--- config.mk ---
export PLATFORM = sky130hd
export DESIGN_NAME = call_stack_param
export DESIGN_NICKNAME = d
export VERILOG_FILES = /design/src/rtl/call_stack_param.sv
export SDC_FILE = /design/constraint.sdc
export NUM_CORES = 1
export LEC_CHECK = 0
export ABC_AREA = 1
export BUFFER_PORTS_ARGS = -buffer_cell sky130_fd_sc_hd__buf_2
export CORE_AREA = 2 2 105 107
export CTS_CLUSTER_DIAMETER = 50
export DETAILED_ROUTE_END_ITERATION = 12
export DIE_AREA = 0 0 107 109
export PLACE_DENSITY_LB_ADDON = 0.15
export SLEW_MARGIN = 20
export SYNTH_ARGS = -nofsm -noshare
export SYNTH_HDL_FRONTEND = slang
export SYNTH_SLANG_ARGS = --single-unit
--- constraint.sdc ---
create_clock -name clk -period 2.3 [get_ports clk]
set_input_delay 0.23 -clock clk [delete_from_list [all_inputs] [get_ports clk]]
set_output_delay 0.23 -clock clk [all_outputs]
set_load 0.02 [all_outputs]
--- src/rtl/call_stack_param.sv ---
// call_stack_param: parameterised return-address stack with combinational top-of-stack,
// reject or circular overflow, same-cycle push+pop replace, and sticky error flags.
module call_stack_param #(
    parameter int WIDTH    = 12,
    parameter int DEPTH    = 8,
    parameter int OVF_MODE = 0
) (
    input  logic                       clk,
    input  logic                       rst,
    input  logic                       push,
    input  logic                       pop,
    input  logic [WIDTH-1:0]           push_data,
    input  logic                       clr_err,
    output logic [WIDTH-1:0]           top,
    output logic [$clog2(DEPTH+1)-1:0] count,
    output logic                       empty,
    output logic                       full,
    output logic                       overflow,
    output logic                       underflow
);
    localparam int CW = $clog2(DEPTH+1);
    localparam int PW = $clog2(DEPTH);

    logic [WIDTH-1:0] mem [DEPTH];
    logic [PW-1:0]    wp, top_idx, wp_inc;
    logic             do_push, do_pop, do_replace, ovf_ev, unf_ev;

    always_comb begin
        top_idx    = (wp == '0) ? PW'(DEPTH-1) : wp - 1'b1;
        wp_inc     = (wp == PW'(DEPTH-1)) ? '0 : wp + 1'b1;
        empty      = (count == '0);
        full       = (count == CW'(DEPTH));
        top        = empty ? '0 : mem[top_idx];
        do_replace = push & pop & ~empty;
        // push+pop on an empty stack degenerates to a plain push
        do_push    = push & (~pop | empty) & (~full | (OVF_MODE != 0));
        do_pop     = pop & ~push & ~empty;
        ovf_ev     = push & ~pop & full;
        unf_ev     = pop & empty;
    end

    always_ff @(posedge clk or negedge rst) begin
        if (!rst) begin
            wp        <= '0;
            count     <= '0;
            overflow  <= 1'b0;
            underflow <= 1'b0;
        end else begin
            if (do_push)
                wp <= wp_inc;
            else if (do_pop)
                wp <= top_idx;
            if (do_push && !full)
                count <= count + CW'(1);
            else if (do_pop)
                count <= count - CW'(1);
            overflow  <= ovf_ev | (overflow & ~clr_err);
            underflow <= unf_ev | (underflow & ~clr_err);
        end
    end

    // storage is intentionally not reset
    always_ff @(posedge clk) begin
        if (do_replace)
            mem[top_idx] <= push_data;
        else if (do_push)
            mem[wp] <= push_data;
    end
endmodule

==> After elaboration in Yosys (flattened, before gate mapping) <==
Memories as Yosys holds them, arrays and structs flattened.
Index checks and enable logic that the tools add are counted.
{ "op_classes": {"addsub": 4, "n_eq_ne": 2, "muxes": 15, "bitwise_logic": 19, "reduce_logical": 7} }
{ "ops": {"columns": ["cell", "count"], "rows": [
  ["12-bit two-way mux", 2],
  ["3-bit two-way mux", 5],
  ["12-bit OR reduction", 1],
  ["1-bit bitwise AND", 11],
  ["4-bit two-way mux", 2],
  ["1-bit two-way mux", 6],
  ["1-bit inverter", 5],
  ["4-bit by 1-bit adder with 4-bit output (second input constant)", 1],
  ["4-bit equality test (second input constant)", 1],
  ["4-bit logical NOT", 1],
  ["2-bit nonzero test", 2],
  ["4-bit by 1-bit subtractor with 4-bit output (second input constant)", 1],
  ["3-bit by 1-bit adder with 3-bit output (second input constant)", 1],
  ["3-bit equality test (second input constant)", 1],
  ["3-bit logical NOT", 1],
  ["1-bit bitwise OR", 3],
  ["3-bit by 1-bit subtractor with 3-bit output (second input constant)", 1],
  ["1-bit logical AND", 1],
  ["1-bit logical NOT", 1]
]} }
{ "totals": {"regBits": 9, "ramBits": 96, "in_bits": 17, "out_inout_bits": 20, "elab_cells": 52, "n_memories": 1} }
{ "memory_table": {"columns": ["name", "words", "width", "read_ports", "rd_ports_with_merged_regs", "write_ports", "line_no", "text"], "rows": [
  ["mem", 8, 12, 1, 0, 1, "24", "logic [WIDTH-1:0] mem [DEPTH];"]
]} }

==> Logic depth before layout (Yosys ltp) <==
Gate-level depths: netlist of the first run.
{ "logic_depth": {"word_depth": 9, "mapped_depth": 12, "depth_no_buf": 12} }

==> Worst setup path after synthesis of the first run <==
Ideal clock, no wire load.
{ "synth_path": {"kind": "flip-flop to flip-flop", "startpoint": "register wp[0]", "endpoint": "memory mem[5][0], enable pin", "setup_time_ns": 0.380, "arrival_time_ns": 2.174, "t_required_ns": 1.920, "setup_slack_ns": -0.255, "path_stages_with_launch": 12, "path_buffers": 1, "period_less_slack_ns": 2.555, "cell_sequence": "dfrtp_1 > inv_2 > buf_1 > ha_1 > o21ai_1 > o21ai_1 > inv_2 > nor2_2 > a21oi_2 > inv_1 > nand2_1 > nor2_1"} }
{ "synth_via": {"elab_chain_cells": 3, "word_cells_on_any_way": 4} }
{ "synth_lines": {"columns": ["item", "line_no", "text"], "rows": [
  ["start: declaration", "25", "logic [PW-1:0] wp, top_idx, wp_inc;"],
  ["start signal: assignment", "50", "wp <= wp_inc;"],
  ["start signal: assignment", "52", "wp <= top_idx;"],
  ["3-bit by 1-bit subtractor with 3-bit output or 3-bit logical NOT (tied branches)", "29", "top_idx = (wp == '0) ? PW'(DEPTH-1) : wp - 1'b1;"],
  ["3-bit two-way mux", "29", null],
  ["3-bit two-way mux (no line) *", null, null],
  ["end: declaration", "24", null]
]} }
Every way passes the cells marked *; elsewhere a longest branch is shown, timed or not.

==> Worst setup path in the final report of the first run <==
{ "layout_path": {"startpoint": "register wp[1]", "endpoint": "output top[0]"} }
{ "layout_via": {"elab_chain_cells": 4, "word_cells_on_any_way": 5} }
{ "layout_lines": {"columns": ["item", "line_no", "text"], "rows": [
  ["3-bit by 1-bit subtractor with 3-bit output or 3-bit logical NOT (tied branches)", "29", null],
  ["3-bit two-way mux *", "29", null],
  ["memory read 8 x 12 bit *", null, null],
  ["12-bit two-way mux *", "33", "top = empty ? '0 : mem[top_idx];"],
  ["end: declaration", "14", "output logic [WIDTH-1:0] top,"]
]} }
Marks and branches as above.

==> results of run 1 <==
placed cells by master, fill, tap and decap left out, drive strengths merged:
| cell | instances |
|---|---|
| o21ai | 11 |
| o22ai | 3 |
| edfxtp | 96 |
| nor3 | 8 |
| nand3 | 35 |
| xor2 | 1 |
| o21bai | 1 |
| clkinvlp | 2 |
| buf | 72 |
| ha | 5 |
| nand4 | 3 |
| dfrtp | 9 |
| o221ai | 2 |
| nand2 | 116 |
| inv | 20 |
| nand3b | 2 |
| a21oi | 40 |
| nor2 | 22 |
| dlygate4sd3 | 1 |
| clkbuf | 13 |
| a211oi | 4 |
| clkinv | 5 |
worst min-delay path by stage:
stage	depth (start not counted)	end	startpoint
floorplan	0	count[0]	rst
CTS	2	overflow	clr_err
global route	2	overflow	clr_err
global placement	1	count[1]	rst
finish	2	overflow	clr_err
detailed placement	1	count[1]	rst
worst register-to-register path: stages (launching register included):
cell      delay (ns)
dfrtp_1         0.39
inv_2           0.07
ha_4            0.17
nand2_4         0.10
nand2_8         0.10
buf_4           0.14
nand2_1         0.07
o21ai_1         0.09
nand3b_4        0.18
buf_4           0.16
nor2_2          0.12
buf_4           0.22
timing repair:
action / 4_1_cts / 5_1_grt
buffers inserted: 3 / 4
pin swaps: 5 / 7
cloned: 1 / 5
setup endpoints to repair: 12 / 12
endpoints found under the hold margin: 9 / 0
gates resized for setup: 27 / 26
hold buffers: 1 / 0
layer usage:
layer  share of wire [%]  wire [um]  vias to the layer above
met1                  43       4740                     1522
met2                  48       5240                      121
li1                    -          -                     1526
met5                   0          0                        -
met3                 6.1        668                       24
met4                 2.8        304                        0
area by class of cell:
type | count | area [um2]
clock buffer | 9 | 124
clock inverter | 7 | 53.8
fill | 915 | 4900
inverter | 20 | 97.6
multi-input combinational | 253 | 1410
sequential | 105 | 3110
tap | 140 | 175
timing repair buffer | 77 | 732
per-stage QoR:
stage	utilization [%]	hold slack, ns
after CTS	51.2	0.0510
after floorplan	-	-0.0656
after detailed placement	48.1	0.106
final	53.8	0.0672
after global placement	48.1	0.102
after global routing	53.8	0.0549
synthesized netlist by cell type (2+ instances only):
| library cell | count |
|---|---|
| nand2_1 | 110 |
| edfxtp_1 | 96 |
| a21oi_1 | 38 |
| nand3_1 | 34 |
| nor2_1 | 19 |
| inv_1 | 14 |
| dfrtp_1 | 9 |
| o21ai_1 | 8 |
| buf_2 | 6 |
| clkbuf_1 | 5 |
| ha_1 | 5 |
| inv_2 | 5 |
| nand2_2 | 5 |
| nor3_1 | 5 |
| a211oi_1 | 4 |
| nand4_1 | 3 |
| nor3_2 | 3 |
| o21ai_0 | 3 |
| o22ai_1 | 3 |
| a21oi_2 | 2 |
| buf_1 | 2 |
| buf_6 | 2 |
| nor2_2 | 2 |
| o221ai_1 | 2 |
sequential cells by signal (all words and copies together) (netlist names):
| name | flops |
|---|---|
| overflow | 1 |
| count | 4 |
| mem | 96 |
| underflow | 1 |
| wp | 3 |
kinds of logic after synthesis:
kind of cell / share of synthesized area (%)
AND/OR/NAND/NOR: 18.6
flip-flops: 68.7
AO/OA/AOI/OAI: 7.44
buffers and inverters: 3.68
adder cells (fa/ha/maj): 1.38
XOR/XNOR: 0.194
==> results by group, run 1 <==
Floorplanning
  – Area of the core: 10600 um2
  – Die W: 107 um
  – Starting density of the core: 42.6%
  – DIE AREA: 11700 um2
  – Cell Rows: 38
  – I/O Pins: 37
  – Die Span Y: 109 um

Timing
  – Final hold violations: 0
  – Final WS setup: 0.0291 ns
  – Slew at the pin closest to its max-slew limit: 0.427 ns
  – Clock skew: 0.0133 ns
  – RSZ-0062 raised after global routing: yes
  – Period utilization: 98.7%
  – Slew Viols, Final: 0
  – Setup violators final: 0
  – Setup TNS: 0 ns
  – Fmax: 440 MHz
  – Slew Limit Headroom: 71.5%
  – Tmin final: 2.27 ns

Layout
  – Area Overhead vs Synth: 26.1%
  – # diodes: 0
  – Final nets: 488
  – Non-filler cells, final: 611
  – Share of post-route cells with drive strength above 1: 29.9%
  – Post-route cell area: 5700 um2

Clock tree
  – Number of clock sinks: 105
  – Root buffer cell: clkbuf_8
  – CTS tree: built
  – Clock buffer depth: 2
  – H-tree levels: 3
  – Skew-Pair Late Insertion Delay: 0.37 ns
  – CTS clk-pin slew, worst paths: 0.11 ns
  – CTS buffer count: 9

Global routing
  – Initial antenna violation count: 0
  – Met1 usage: 24.6%
  – Gr usage total: 18.1%
  – Largest net degree at the start of global routing: 33
  – Grt ovf: 0
  – First-pass GRT wire length: 15500 um
  – Global route hottest layer: met2
  – Vias in the first global route: 2893
  – Met3 Track Usage GR: 2.51%
  – Grt met2 use: 29.6%

Setup path
  – CP startpoint: wp[1]
  – Crit path kind: register to primary output
  – Max FO, Critical Path: 8
  – R2R depth: 11
  – CP endpoint: top[0]
  – Crit-path slowest cell: dfrtp_1
  – Delay-heaviest family, CP: buffers and inverters
  – Worst path required time: 2.07 ns
  – Slowest stage delay, CP: 0.39 ns
  – WP depth: 10
  – Worst reg2reg path startpoint: wp[1]
  – CP endpoint kind: primary output
  – Crit-path cells: inv_2 > ha_4 > nand2_4 > nand2_4 > buf_12 > clkbuf_16 > nand3_1 > a21oi_1 > nor3_1 > buf_2
  – CP Buf/Inv Count: 4
  – Reg2Reg Capture Point: mem[2][11]
  – Top cell by count, worst path: nand2_4
  – Worst Setup Start Kind: register
  – WP data arrival: 2.04 ns
  – Reg2Reg Setup Slack: 0.17 ns

Routing
  – DR DRC count: 0
  – Routed WL per cell: 17.9 um
  – Routed vias: 3193
  – DR pass1 iterations: 5
  – DRT iter0 DRCs: 189
  – Total wire length: 11000 um
  – Post-route ant nets: 0
  – Via density: 5.23

Logic synthesis
  – Post-Syn Instances: 394
  – EDFF count, synth: 96
  – Syn Area/Cell: 11.5 um2
  – Synth area leader: edfxtp_1
  – Synth warn: 0
  – Async set or reset register ratio after synthesis: 8.57%
  – Top post-synthesis cells by area: edfxtp_1, nand2_1, dfrtp_1, a21oi_1, nand3_1
  – Number of library cell types mapped by synthesis: 33
  – Seq/Total Area, Yosys: 68.7%
  – Ys flop type: edfxtp_1
  – Post-Syn Nets: 416
  – #FFs+latches synth: 105
  – Synthesized cell area: 4520 um2
  – Area share of the largest cell type after synthesis: 63.8%

Run
  – Max-cap viol count: 0

Placement
  – Port Buffers: 36
  – Gp weighted congestion: 0.852
  – Cells after DPL: 581
  – Place WS: 0.188 ns
  – Detailed-placement wirelength estimate: 6380 um
  – Post-DP Area: 5100 um2

Hold path
  – Hold WC Path Type: primary input to register

Status
  – Status: finished, final reports clean
Power of run 1 is not shown: default switching activity piles up to over one toggle a cycle in this logic, so the estimate is an artifact.
==> run 2: changes to the inputs <==
--- a/config.mk
+++ b/config.mk
@@ -5,12 +5,11 @@
 export SDC_FILE = /design/constraint.sdc
 export NUM_CORES = 1
 export LEC_CHECK = 0
-export ABC_AREA = 1
 export BUFFER_PORTS_ARGS = -buffer_cell sky130_fd_sc_hd__buf_2
-export CORE_AREA = 2 2 105 107
+export CORE_AREA = 5 5 112 114
 export CTS_CLUSTER_DIAMETER = 50
 export DETAILED_ROUTE_END_ITERATION = 12
-export DIE_AREA = 0 0 107 109
+export DIE_AREA = 0 0 117 119
 export PLACE_DENSITY_LB_ADDON = 0.15
 export SLEW_MARGIN = 20
 export SYNTH_ARGS = -nofsm -noshare
==> constraint.sdc (replaced) <==
create_clock -name clk -period 2 [get_ports clk]
set_input_delay 0.2 -clock clk [delete_from_list [all_inputs] [get_ports clk]]
set_output_delay 0.2 -clock clk [all_outputs]
set_load 0.02 [all_outputs]
==> run 2 against run 1 <==
  * The run now ends with setup timing left
  * Final cell count fell by 0.65%
  * Clock skew fell by 0.0060 ns
  * Area after synthesis rose by 8.7%
  * Worst setup slack got worse by 0.51 ns
  * Synthesized cell count fell by 4.3%
  * Via count rose by 15%
  * Non-clock buffer count rose by 27
  * Largest cell class unchanged
==> results by group, run 2 <==
Status
  – Status: finished, violations left (was finished, final reports clean)
  – Failing checks: setup timing

Clock tree
  – Root buffer cell: clkbuf_16 (was clkbuf_8)
  – CTS clk-pin slew, worst paths: 0.07 ns (was 0.11 ns)
  – Number of clock sinks: 105 (unchanged)
  – Skew-Pair Late Insertion Delay: 0.35 ns (was 0.37 ns)
  – H-tree levels: 3 (unchanged)
  – CTS buffer count: 9 (unchanged)
  – CTS tree: built (unchanged)
  – Clock buffer depth: 2 (unchanged)

Run
  – Max-cap viol count: 0 (unchanged)

Logic synthesis
  – Synthesized cell area: 4920 um2 (was 4520 um2)
  – Synth warn: 0 (unchanged)
  – Number of library cell types mapped by synthesis: 40 (was 33)
  – Area share of the largest cell type after synthesis: 58.6% (was 63.8%)
  – Ys flop type: edfxtp_1 (unchanged)
  – Post-Syn Instances: 377 (was 394)
  – Post-Syn Nets: 399 (was 416)
  – Async set or reset register ratio after synthesis: 8.57% (unchanged)
  – Seq/Total Area, Yosys: 63.2% (was 68.7%)
  – Count leader, synth: edfxtp_1 (was nand2_1)
  – Syn Area/Cell: 13.0 um2 (was 11.5 um2)
  – EDFF count, synth: 96 (unchanged)
  – Top post-synthesis cells by area: edfxtp_1, mux2i_1, dfrtp_1, nor3b_1, a31oi_1 (was edfxtp_1, nand2_1, dfrtp_1, a21oi_1, nand3_1)
  – Synth cell count leaders: edfxtp_1, clkbuf_1, mux2i_1, a31oi_1, nor3b_1 (was nand2_1, edfxtp_1, a21oi_1, nand3_1, nor2_1)
  – Synth area leader: edfxtp_1 (unchanged)
  – #FFs+latches synth: 105 (unchanged)

Placement
  – Detailed-placement wirelength estimate: 8300 um (was 6380 um)
  – Post-DP Area: 6010 um2 (was 5100 um2)
  – Port Buffers: 36 (unchanged)
  – Gp weighted congestion: 0.763 (was 0.852)

Floorplanning
  – I/O Pins: 37 (unchanged)
  – Starting density of the core: 43.4% (was 42.6%)
  – Area of the core: 11300 um2 (was 10600 um2)
  – Die W: 117 um (was 107 um)
  – DIE AREA: 13900 um2 (was 11700 um2)
  – Cell Rows: 39 (was 38)
  – Die Span Y: 119 um (was 109 um)

Global routing
  – Gr usage total: 19.7% (was 18.1%)
  – Vias in the first global route: 3656 (was 2893)
  – Largest net degree at the start of global routing: 45 (was 33)
  – Grt ovf: 0 (unchanged)
  – First-pass GRT wire length: 20700 um (was 15500 um)
  – Initial antenna violation count: 0 (unchanged)

Setup path
  – Worst Setup Start Kind: register (unchanged)
  – CP Buf/Inv Count: 4 (unchanged)
  – Max FO, Critical Path: 6 (was 8)
  – CP endpoint kind: primary output (unchanged)
  – Crit-path slowest cell: dfrtp_2 (was dfrtp_1)
  – Slowest stage delay, CP: 0.41 ns (was 0.39 ns)
  – Reg2Reg Setup Slack: -0.37 ns (was 0.17 ns)
  – Worst path required time: 1.80 ns (was 2.07 ns)
  – Crit-path cells: inv_4 > ha_4 > or3_4 > a21oi_4 > buf_4 > clkbuf_16 > o2111ai_1 > o221ai_2 > buf_2 (was inv_2 > ha_4 > nand2_4 > nand2_4 > buf_12 > clkbuf_16 > nand3_1 > a21oi_1 > nor3_1 > buf_2)
  – Delay-heaviest family, CP: buffers and inverters (unchanged)
  – CP startpoint: wp[0] (was wp[1])
  – Crit path kind: register to primary output (unchanged)
  – WP data arrival: 2.28 ns (was 2.04 ns)
  – Worst reg2reg path startpoint: count[1] (was wp[1])

Routing
  – DRT iter0 DRCs: 352 (was 189)
  – DR DRC count: 0 (unchanged)
  – DR pass1 iterations: 4 (was 5)
  – Routed WL per cell: 22.1 um (was 17.9 um)
  – Post-route ant nets: 0 (unchanged)
  – Total wire length: 13400 um (was 11000 um)
  – Via density: 6.05 (was 5.23)
  – Routed vias: 3673 (was 3193)

Timing
  – Tmin final: 2.48 ns
  – Final hold violations: 0 (unchanged)
  – Final WS setup: -0.484 ns (was 0.0291 ns)
  – Slew Limit Headroom: 75.8% (was 71.5%)
  – RSZ-0062 raised after global routing: yes (unchanged)
  – Period utilization: 124%
  – Fmax: 403 MHz
  – Slew Viols, Final: 0 (unchanged)
  – Setup violators final: 110 (was 0)
  – Slew at the pin closest to its max-slew limit: 0.362 ns (was 0.427 ns)
  – Clock skew: 0.00729 ns (was 0.0133 ns)

Layout
  – Area Overhead vs Synth: 37.1% (was 26.1%)
  – # diodes: 0 (unchanged)
  – Share of post-route cells with drive strength above 1: 42.9% (was 29.9%)
  – Filler cells: 907 (was 915)
  – Post-route cell area: 6740 um2 (was 5700 um2)
  – Final core utilization: 59.5% (was 53.8%)
  – Most frequent cells in the layout: edfxtp_1, buf_4, buf_2, mux2i_1, nor3b_1 (was nand2_1, edfxtp_1, nand3_1, a21oi_1, buf_2)
  – Biggest regs: mem (96), count (4), wp (3) (unchanged)
  – Final nets: 481 (was 488)
  – Commonest non-fill, non-tap cell in the layout: edfxtp_1 (was nand2_1)
  – Max reg flops: 96 (unchanged)
  – Biggest register: mem (unchanged)

Hold path
  – Hold Crit Start: clr_err (unchanged)
  – Hold WC Path Type: primary input to register (unchanged)
## run 2: cell types whose count changed after synthesis, moves of 15 or more
cell,before,now
nand2_1,110,17
nand3_1,34,6
mux2i_1,0,25
a31oi_1,0,24
nor3b_1,0,24
clkbuf_1,5,28
a21oi_1,38,23
## run 2: per-stage QoR
step | setup slack, ns | TNS [ns] | cells | hold WS, ns
5_1_grt | -0.560 | -32.55 | 607 | 0.0672
4_1_cts | -0.492 | -31.38 | 603 | 0.0443
6_report | -0.484 | -26.34 | 607 | 0.0483
2_1_floorplan | -0.509 | -40.68 | 377 | -0.0956
3_3_place_gp | -0.241 | -20.63 | 578 | 0.0615
3_5_place_dp | -0.263 | -23.56 | 578 | 0.0635
## run 2: kinds of logic (layout without fill, tap and decap cells)
group / count (synthesis) / after routing / share of synthesized area, %
DFF: 105 / 105 / 63.2
adders and majority gates: 5 / 5 / 1.27
xor gates and xnor gates: 4 / 4 / 0.713
AOI/OAI and AO/OA: 106 / 106 / 15.0
and+or+nand+nor: 91 / 91 / 11.2
muxes: 26 / 26 / 5.32
buffers and inverters: 40 / 127 / 3.26
## run 2: per-layer routing
metal	vias up	part of all wire [%]	track usage [%]
met5	-	0	0
met4	0	1.9	7.60
met3	15	5.4	2.64
met2	93	48	30.5
met1	1880	45	28.2
li1	1685	-	-
## run 2: path summary, 6_finish.rpt
check | end | cells after the start
worst min-delay path | underflow | 2
worst max register to register | mem[6][3] | 6
worst max-delay path | top[11] | 9
min in group asynchronous | count[3] | 2
worst min register to register | underflow | 2
max in group asynchronous | count[2] | 2
## run 2: what timing repair did
action / 4_1_cts / 5_1_grt
setup endpoints to repair: 112 / 115
pin swaps: 13 / 14
gates cloned: 1 / 3
hold buffers: 1 / 0
hold endpoints to repair: 9 / 0
resized for setup: 37 / 32
setup buffers: 7 / 6
## run 2: worst register-to-register path, delay by kind of cell (launching register included)
kind	cells	cell delay (ns)
AOI/OAI and AO/OA	1	0.15
buffers and inverters	2	0.28
DFF	1	0.46
and+or+nand+nor	3	1.19
## run 2: final cells by class
cell class | count | area [um2] | area share [%]
clock buffer | 10 | 229 | 3.40
clock inverter | 6 | 90.1 | 1.34
inverter | 7 | 28.8 | 0.427
multi-input combinational | 232 | 2140 | 31.7
sequential | 105 | 3110 | 46.2
tap | 143 | 179 | 2.65
timing repair buffer | 104 | 962 | 14.3
Power of run 2 is left out for the same reason.
